## config.mk

```make
export PLATFORM = sky130hd
export DESIGN_NAME = fetch_unit
export DESIGN_NICKNAME = d
export VERILOG_FILES = /design/src/rtl/riscv_pkg.sv /design/src/rtl/fetch_unit.sv
export SDC_FILE = /design/constraint.sdc
export NUM_CORES = 1
export LEC_CHECK = 0
export CORE_MARGIN = 2
export CORE_UTILIZATION = 40
export CTS_CLUSTER_SIZE = 24
export DETAILED_ROUTE_END_ITERATION = 10
export PLACE_DENSITY = 0.77
export SLEW_MARGIN = 20
export SYNTH_ARGS = -nofsm -noshare
export SYNTH_HDL_FRONTEND = slang
export SYNTH_SLANG_ARGS = --single-unit
```

## constraint.sdc

```tcl
create_clock -name clk -period 1.97 [get_ports clk]
set_input_delay 0.394 -clock clk [delete_from_list [all_inputs] [get_ports clk]]
set_output_delay 0.394 -clock clk [all_outputs]
set_load 0.01 [all_outputs]
```

## src/rtl/riscv_pkg.sv

```systemverilog
// Shared RISC-V definitions: datapath width, the canonical NOP and fetch FSM states.
package riscv_pkg;

    localparam int unsigned XLEN = 32;

    // addi x0, x0, 0
    localparam logic [XLEN-1:0] NOP = 32'h0000_0013;

    typedef enum logic [1:0] {
        StFetch,
        StWait,
        StFull
    } fetch_state_e;

endpackage

```

## src/rtl/fetch_unit.sv

```systemverilog
// Instruction fetch unit: one outstanding memory request, a single-entry
// output register toward decode, and redirect handling with a kill flag for
// responses that are already in flight.
module fetch_unit
    import riscv_pkg::*;
#(
    parameter logic [XLEN-1:0] RESET_PC = 32'h0000_0000
) (
    input  logic            clk,
    input  logic            rst,
    output logic            imem_req,
    output logic [XLEN-1:0] imem_addr,
    input  logic            imem_gnt,
    input  logic            imem_rvalid,
    input  logic [XLEN-1:0] imem_rdata,
    output logic            instr_valid,
    input  logic            instr_ready,
    output logic [XLEN-1:0] instruction,
    output logic [XLEN-1:0] instr_pc,
    input  logic            PCSrc,
    input  logic [XLEN-1:0] pc_target
);

    fetch_state_e    state_q, state_d;
    logic [XLEN-1:0] pc_q, pc_d;
    logic            kill_q, kill_d;
    logic [XLEN-1:0] instr_q, instr_d;
    logic [XLEN-1:0] instr_pc_q, instr_pc_d;
    logic [XLEN-1:0] redirect_pc;

    // Redirect targets are forced word-aligned.
    assign redirect_pc = {pc_target[XLEN-1:2], 2'b00};

    // Next-state logic, pc update, response capture and the memory request.
    always_comb begin
        state_d    = state_q;
        pc_d       = pc_q;
        kill_d     = kill_q;
        instr_d    = instr_q;
        instr_pc_d = instr_pc_q;
        imem_req   = 1'b0;

        unique case (state_q)
            StFetch: begin
                // A redirect suppresses this cycle's request; the target goes out next cycle.
                if (PCSrc) begin
                    pc_d = redirect_pc;
                end else begin
                    imem_req = 1'b1;
                    if (imem_gnt) begin
                        state_d = StWait;
                    end
                end
            end
            StWait: begin
                if (PCSrc) begin
                    pc_d = redirect_pc;
                end
                if (imem_rvalid) begin
                    // A response belonging to a redirected-away fetch is dropped.
                    if (kill_q || PCSrc) begin
                        state_d = StFetch;
                    end else begin
                        instr_d    = imem_rdata;
                        instr_pc_d = pc_q;
                        state_d    = StFull;
                    end
                    kill_d = 1'b0;
                end else if (PCSrc) begin
                    kill_d = 1'b1;
                end
            end
            StFull: begin
                // Redirect wins over a simultaneous decode handshake.
                if (PCSrc) begin
                    pc_d    = redirect_pc;
                    state_d = StFetch;
                end else if (instr_ready) begin
                    pc_d    = pc_q + 32'd4;
                    state_d = StFetch;
                end
            end
            default: begin
                state_d = StFetch;
            end
        endcase

        if (rst) begin
            imem_req = 1'b0;
        end
    end

    // State, pc, kill flag and output register with synchronous reset.
    always_ff @(posedge clk) begin
        if (rst) begin
            state_q    <= StFetch;
            pc_q       <= RESET_PC;
            kill_q     <= 1'b0;
            instr_q    <= NOP;
            instr_pc_q <= RESET_PC;
        end else begin
            state_q    <= state_d;
            pc_q       <= pc_d;
            kill_q     <= kill_d;
            instr_q    <= instr_d;
            instr_pc_q <= instr_pc_d;
        end
    end

    assign imem_addr   = pc_q;
    assign instr_valid = (state_q == StFull) && !rst;
    assign instruction = instr_q;
    assign instr_pc    = instr_pc_q;

endmodule

```

=== Yosys cells after proc, flatten, opt, wreduce, memory -nomap -nowiden ===
Cells that the tools add are included.
Widths: inputs -> output; s select.

* Bitwise gates (word level): 1
* Muxes and demuxes: 16
* Reductions and logical operators: 11
* Eq/ne operators: 7
* Add/subtract/negate cells: 1

{| class="wikitable"
|+ Operators with widths
! cell !! count
|-
| $mux 32 || 3
|-
| $pmux 32 s2 || 1
|-
| $add 32x3->32 const B || 1
|-
| $mux 2 || 6
|-
| $ne 2x2->1 const B || 3
|-
| $pmux 2 s3 || 1
|-
| $reduce_and 3->1 || 2
|-
| $mux 1 || 5
|-
| $reduce_and 4->1 || 1
|-
| $reduce_bool 2->1 || 2
|-
| $ne 3x3->1 const B || 1
|-
| $eq 2x1->1 const B || 1
|-
| $eq 2x2->1 const B || 1
|-
| $logic_not 2->1 || 1
|-
| $ne 2x1->1 const B || 1
|-
| $reduce_and 2->1 || 1
|-
| $reduce_or 2->1 || 1
|-
| $logic_and 1x1->1 || 1
|-
| $logic_not 1->1 || 1
|-
| $logic_or 1x1->1 || 1
|-
| $not 1->1 || 1
|}

* Register bits after elaboration: 99
* Output and inout bits: 98
* Logic and storage cells: 41

=== Longest topological paths before layout ===
* Word-level depth: 4
* Gate-level depth with buffers: 8

=== Worst setup path before layout ===
No wires, ideal clock.

* Path type: reg2reg
* From: register pc_q[2], in the netlist imem_addr[2]
* To: register pc_q[18], in the netlist imem_addr[18]
* Setup time: 0.062 ns
* Path slack: -0.004 ns
* Data arrival time: 1.911 ns
* Cell stages (with the launch flop): 7
* Required time: 1.908 ns
* Path buffers: 0
* Cells stage by stage: dfxtp_1 -> ha_1 -> nand3_2 -> nor4_4 -> nand2_2 -> or4_1 -> nand3_1

* Cells in the longest elaborated chain, start to end: 4

{| class="wikitable"
|+ RTL lines
! what !! line !! RTL
|-
| start, declared || fetch_unit.sv:25 || <nowiki>logic [XLEN-1:0] pc_q, pc_d;</nowiki>
|-
| start signal, assigned || fetch_unit.sv:103 || <nowiki>pc_q <= pc_d;</nowiki>
|-
| $add 32x3->32 || fetch_unit.sv:79 || <nowiki>pc_d = pc_q + 32'd4;</nowiki>
|-
| $mux 32 || fetch_unit.sv:78 || <nowiki>end else if (instr_ready) begin</nowiki>
|-
| $mux 32 || fetch_unit.sv:75 || <nowiki>if (PCSrc) begin</nowiki>
|-
| $pmux 32 s2 || fetch_unit.sv:43 || <nowiki>unique case (state_q)</nowiki>
|}

No other way between the ends. The select of a mux whose other input is x is not followed.
A chain may end at the register's enable or synchronous reset.

=== Worst setup path after layout ===
* From: register pc_q[8], in the netlist imem_addr[8]
* To: output imem_addr[8]

{| class="wikitable"
|+ RTL lines
! what !! line !! RTL
|-
| end, declared || fetch_unit.sv:12 || <nowiki>output logic [XLEN-1:0] imem_addr,</nowiki>
|}

No word-level cell between the ends.

==> impl.org <==
** Hold path
- Class of the most critical hold timing path :: in2reg
- Capture endpoint of the worst hold path :: kill_q
- Hold Path Cell Cnt :: 2
- The worst hold path begins at rst.

** CTS
- Clock transition at the register clock pins on the worst setup and hold paths after CTS :: 0.10 ns
- Clock tree from TritonCTS :: yes
- Clk Tree Root Cell :: sky130_fd_sc_hd__clkbuf_8
- Buffers inserted during post-CTS setup optimization :: 0
- H-Tree Depth :: 3
- At the later pin of the worst-skew pair, clock insertion delay measures 0.36 ns.
- Sink count of the clock tree :: 95
- Clock buffers created by TritonCTS :: 9
- The clock passes through at most 2 buffers.

** Route
- Detailed Route Iter0 Violations :: 246
- Via density per instance :: 5.306
- For this run, design rule violations remaining after detail routing come to 0.
- For this block, the routed nets add up to 13630 um of wire.
- Average wire per cell in the routed design :: 15.11 um
- Total number of vias :: 4786
- Number of iterations in the first detailed-routing pass :: 5
- The detail route stage leaves a number of antenna-violating nets equal to 0.

** Power and ir drop
- Summed over all cells, the static leakage comes to 2.454 nW.
- Max rail drop VDD :: 0.3186 mV
- Ratio of total power to cell area :: 588.3 nW/um2

** STA
- For the finished layout, the period the worst path requires is 1.883 ns.
- The number of max-slew violations in the final report came to 0.
- The final hold violation count is 0.
- Number of setup violations in the final report :: 0
- Dividing the final minimum period by the clock period gives 0.9558.
- For this run, the top clock speed supported by timing is 531.1 MHz.
- Setup repair after global routing left no endpoint under its margin.
- Once routing completed, OpenROAD measured the worst setup slack at 0.08707 ns.
- The clock arrives with 0.009344 ns of skew.
- Post-route setup TNS :: 0 ns

** Critical path
- List of cells traversed by the critical path :: clkdlybuf4s50_1
- Together, buffers and inverters on the worst path number 1.
- Nature of the critical path startpoint :: register
- In this design, the stage delay of the slowest critical-path cell is 0.61 ns.
- Reg-to-Reg End :: imem_addr[31]
- Depth of the most critical reg-to-reg path :: 5
- Standard cell with the maximum stage delay on the critical path :: sky130_fd_sc_hd__clkdlybuf4s50_1
- The worst register-to-register path has a setup slack of 0.14 ns.
- At the worst endpoint, the arrival time is 1.49 ns.
- Critical path class :: reg2out
- The startpoint identified for the worst register-to-register timing path is imem_addr[8].
- CP required :: 1.58 ns
- The worst setup path is captured at an output port.
- In this design, the largest share of critical-path delay is due to buffers and inverters.
- Of all nets on the critical path, the largest fanout is 8.

** Placed design
- Pre-CTS WS :: -0.2092 ns
- HPWL after detailed placement :: 10030 um
- At the end of routability-driven placement, the weighted congestion stood at 0.8773.
- The count of buffers added on input and output ports is 161.
- Instance area at placement :: 6407 um2

** Global routing
- met2 is the most crowded layer.
- Number of global-route vias before repair :: 4625
- Entering global routing, the biggest net connects 43 pins.
- Antenna violations before repair :: 0
- Global-route wire length before repair :: 21650 um
- Met1 global-route usage :: 0.2854
- Met3 Usage GRT :: 0.05063
- Global route overflow :: 0
- For this run, the total global-route usage over all layers was measured as 0.2285.
- In the global route stage, met2 resource usage came out at 0.3832.

** Die
- Die outline height :: 108.1 um
- After floorplanning, the core was divided into 38 placement rows.
- Die X :: 108.1 um
- Starting utilization of the core area :: 0.4053
- Die Outline Area :: 11690 um2
- Total I/O pin count :: 168
- The core region is 10700 um2.

** Run
- Max-cap violations :: 0

** Logic synthesis
- After synthesis the netlist holds a flip-flop and latch count of 95.
- Post-synthesis cell area :: 4335 um2
- Warning count from the yosys run :: 0
- Sorting the synthesized cells by area gives the leading types as sky130_fd_sc_hd__dfxtp_1 (44%), sky130_fd_sc_hd__nand2_1 (14%), sky130_fd_sc_hd__a21oi_1 (9.8%).
- Number of enable-type register cells in the synthesized netlist :: 0
- Sequential cell area fraction in the yosys report :: 0.4387
- Primary flip-flop cell chosen by synthesis mapping :: sky130_fd_sc_hd__dfxtp_1
- Summed over all instances, the cell type with the most area after synthesis is sky130_fd_sc_hd__dfxtp_1.
- Async SR Flop Fraction :: 0
- Synthesized netlist cell count :: 571
- In this run, distinct cell masters in the synthesized netlist total 56.
- Area share of the leading cell type in the synthesized netlist :: 0.4387
- Average footprint of a synthesized cell :: 7.593 um2

** Layout
- Final std cell area, no fill :: 6615 um2
- Antenna Diode Count :: 0
- FILL cells :: 956
- In the final layout, the multi-input gates occupy 2253 um2.
- Final design utilization :: 0.6184
- Of the cells placed in the final design, the portion with a size suffix greater than 1 is 0.1234.
- In the final layout, flip-flops and latches occupy 1907 um2.
- Layout overhead on the synthesized area :: 52.58%
- At the end of the flow, the number of nets in the layout was 828.

** Run status
- Outcome :: finished clean
==> cell families (layout without fill, tap and decap cells) <==
kind of cell,after synthesis,in the layout,share of synthesized area
buf+inv,51,239,0.04964
other cells,1,4,0.0008650
fa+ha+maj,1,1,0.002886
simple gates,274,274,0.2987
mux,6,6,0.01443
flops,95,95,0.4387
compound gates,143,143,0.1948
==> worst max path at each step <==
stage                 startpoint            end  slack, ns  cells after the start
floorplan           imem_addr[4]  imem_addr[31]       0.07                      6
global placement           PCSrc  imem_addr[31]      -0.17                      8
detailed placement         PCSrc   imem_addr[8]      -0.21                      6
CTS                 imem_addr[3]  imem_addr[18]      0.004                      7
global route               PCSrc   imem_addr[8]       0.02                      6
finish              imem_addr[8]   imem_addr[8]       0.09                      1
==> where the power goes <==
part	leakage (nW)	internal [mW]	switching (mW)	total, mW
sequential	0.774	1.98	0.0546	2.03
clock	0.0940	0.486	0.755	1.24
combinational	1.59	0.346	0.274	0.620
==> metal layers <==
layer | routed length, um | vias to the layer above | share of wire
met5 | 0 | - | 0
met3 | 888 | 32 | 0.065
li1 | - | 2358 | -
met4 | 293 | 0 | 0.022
met1 | 5770 | 2235 | 0.42
met2 | 6676 | 161 | 0.49
==> cell type report <==
cell class | instances | area share
Inverter | 5 | 0.002837
Clock buffer | 9 | 0.01873
Sequential cell | 95 | 0.2883
Multi-Input combinational cell | 428 | 0.3406
Clock inverter | 7 | 0.009268
Timing Repair Buffer | 218 | 0.3138
Tap cell | 140 | 0.02648
==> flip-flops by register name, indices dropped and copies added, names as in the netlist <==
| name | cells |
|---|---|
| kill_q | 1 |
| state_q | 2 |
| imem_addr | 30 |
| instruction | 32 |
| instr_pc | 30 |
==> per-stage QoR <==
step / power [mW] / instances / hold slack [ns]
2_1_floorplan: 2.312 / 574 / 0.4805
3_3_place_gp: 2.668 / 886 / 0.4411
3_5_place_dp: 2.687 / 886 / 0.4462
4_1_cts: 3.923 / 902 / 0.2391
5_1_grt: 4.048 / 902 / 0.2412
6_report: 3.891 / 902 / 0.2497
==> Yosys cell counts, drive strengths merged, types with 6 or more instances <==
| cell | number |
|---|---|
| nand3 | 21 |
| nor3 | 7 |
| and3 | 9 |
| a21oi | 85 |
| nand2 | 160 |
| o21ai | 12 |
| dfxtp | 95 |
| clkbuf | 34 |
| buf | 12 |
| nand4 | 9 |
| o22ai | 8 |
| a22oi | 6 |
| nor2 | 33 |
| nor4 | 11 |
==> repair_timing <==
action	4_1_cts	5_1_grt
endpoints found under the setup margin	3	12
gates resized for setup	4	6
hold buffers	0	0
==> cell usage in the layout, fill, tap and decap left out, types with 2 or more instances in the layout <==
master,synthesis,routed
sky130_fd_sc_hd__or3_1,4,3
sky130_fd_sc_hd__a311o_1,3,3
sky130_fd_sc_hd__or4_1,2,2
sky130_fd_sc_hd__nand2b_1,3,3
sky130_fd_sc_hd__nor3_1,5,5
sky130_fd_sc_hd__inv_6,0,2
sky130_fd_sc_hd__nor2b_1,2,2
sky130_fd_sc_hd__nand2_1,158,158
sky130_fd_sc_hd__a31oi_1,5,5
sky130_fd_sc_hd__nand3b_1,5,5
sky130_fd_sc_hd__inv_8,0,2
sky130_fd_sc_hd__dfxtp_1,95,91
sky130_fd_sc_hd__and3_1,9,9
sky130_fd_sc_hd__dfxtp_2,0,4
sky130_fd_sc_hd__a22oi_1,6,6
sky130_fd_sc_hd__o22ai_1,8,8
sky130_fd_sc_hd__inv_1,5,5
sky130_fd_sc_hd__nor4_4,3,3
sky130_fd_sc_hd__nand3_1,20,20
sky130_fd_sc_hd__clkbuf_8,0,9
sky130_fd_sc_hd__o21ai_0,12,12
sky130_fd_sc_hd__dlygate4sd2_1,0,2
sky130_fd_sc_hd__o31ai_1,3,3
sky130_fd_sc_hd__clkdlybuf4s50_1,0,158
sky130_fd_sc_hd__buf_12,0,3
sky130_fd_sc_hd__conb_1,1,4
sky130_fd_sc_hd__nand2_2,2,2
sky130_fd_sc_hd__nor2_1,33,33
sky130_fd_sc_hd__buf_4,4,54
sky130_fd_sc_hd__nor4_1,8,7
sky130_fd_sc_hd__a211oi_1,3,3
sky130_fd_sc_hd__o221ai_1,2,2
sky130_fd_sc_hd__a21oi_1,85,85
sky130_fd_sc_hd__mux2i_1,4,4
sky130_fd_sc_hd__a21o_1,4,4
sky130_fd_sc_hd__nand4_1,8,8
sky130_fd_sc_hd__and2_1,2,2
sky130_fd_sc_hd__o41ai_1,2,2
(Power assumes the default switching activity.)
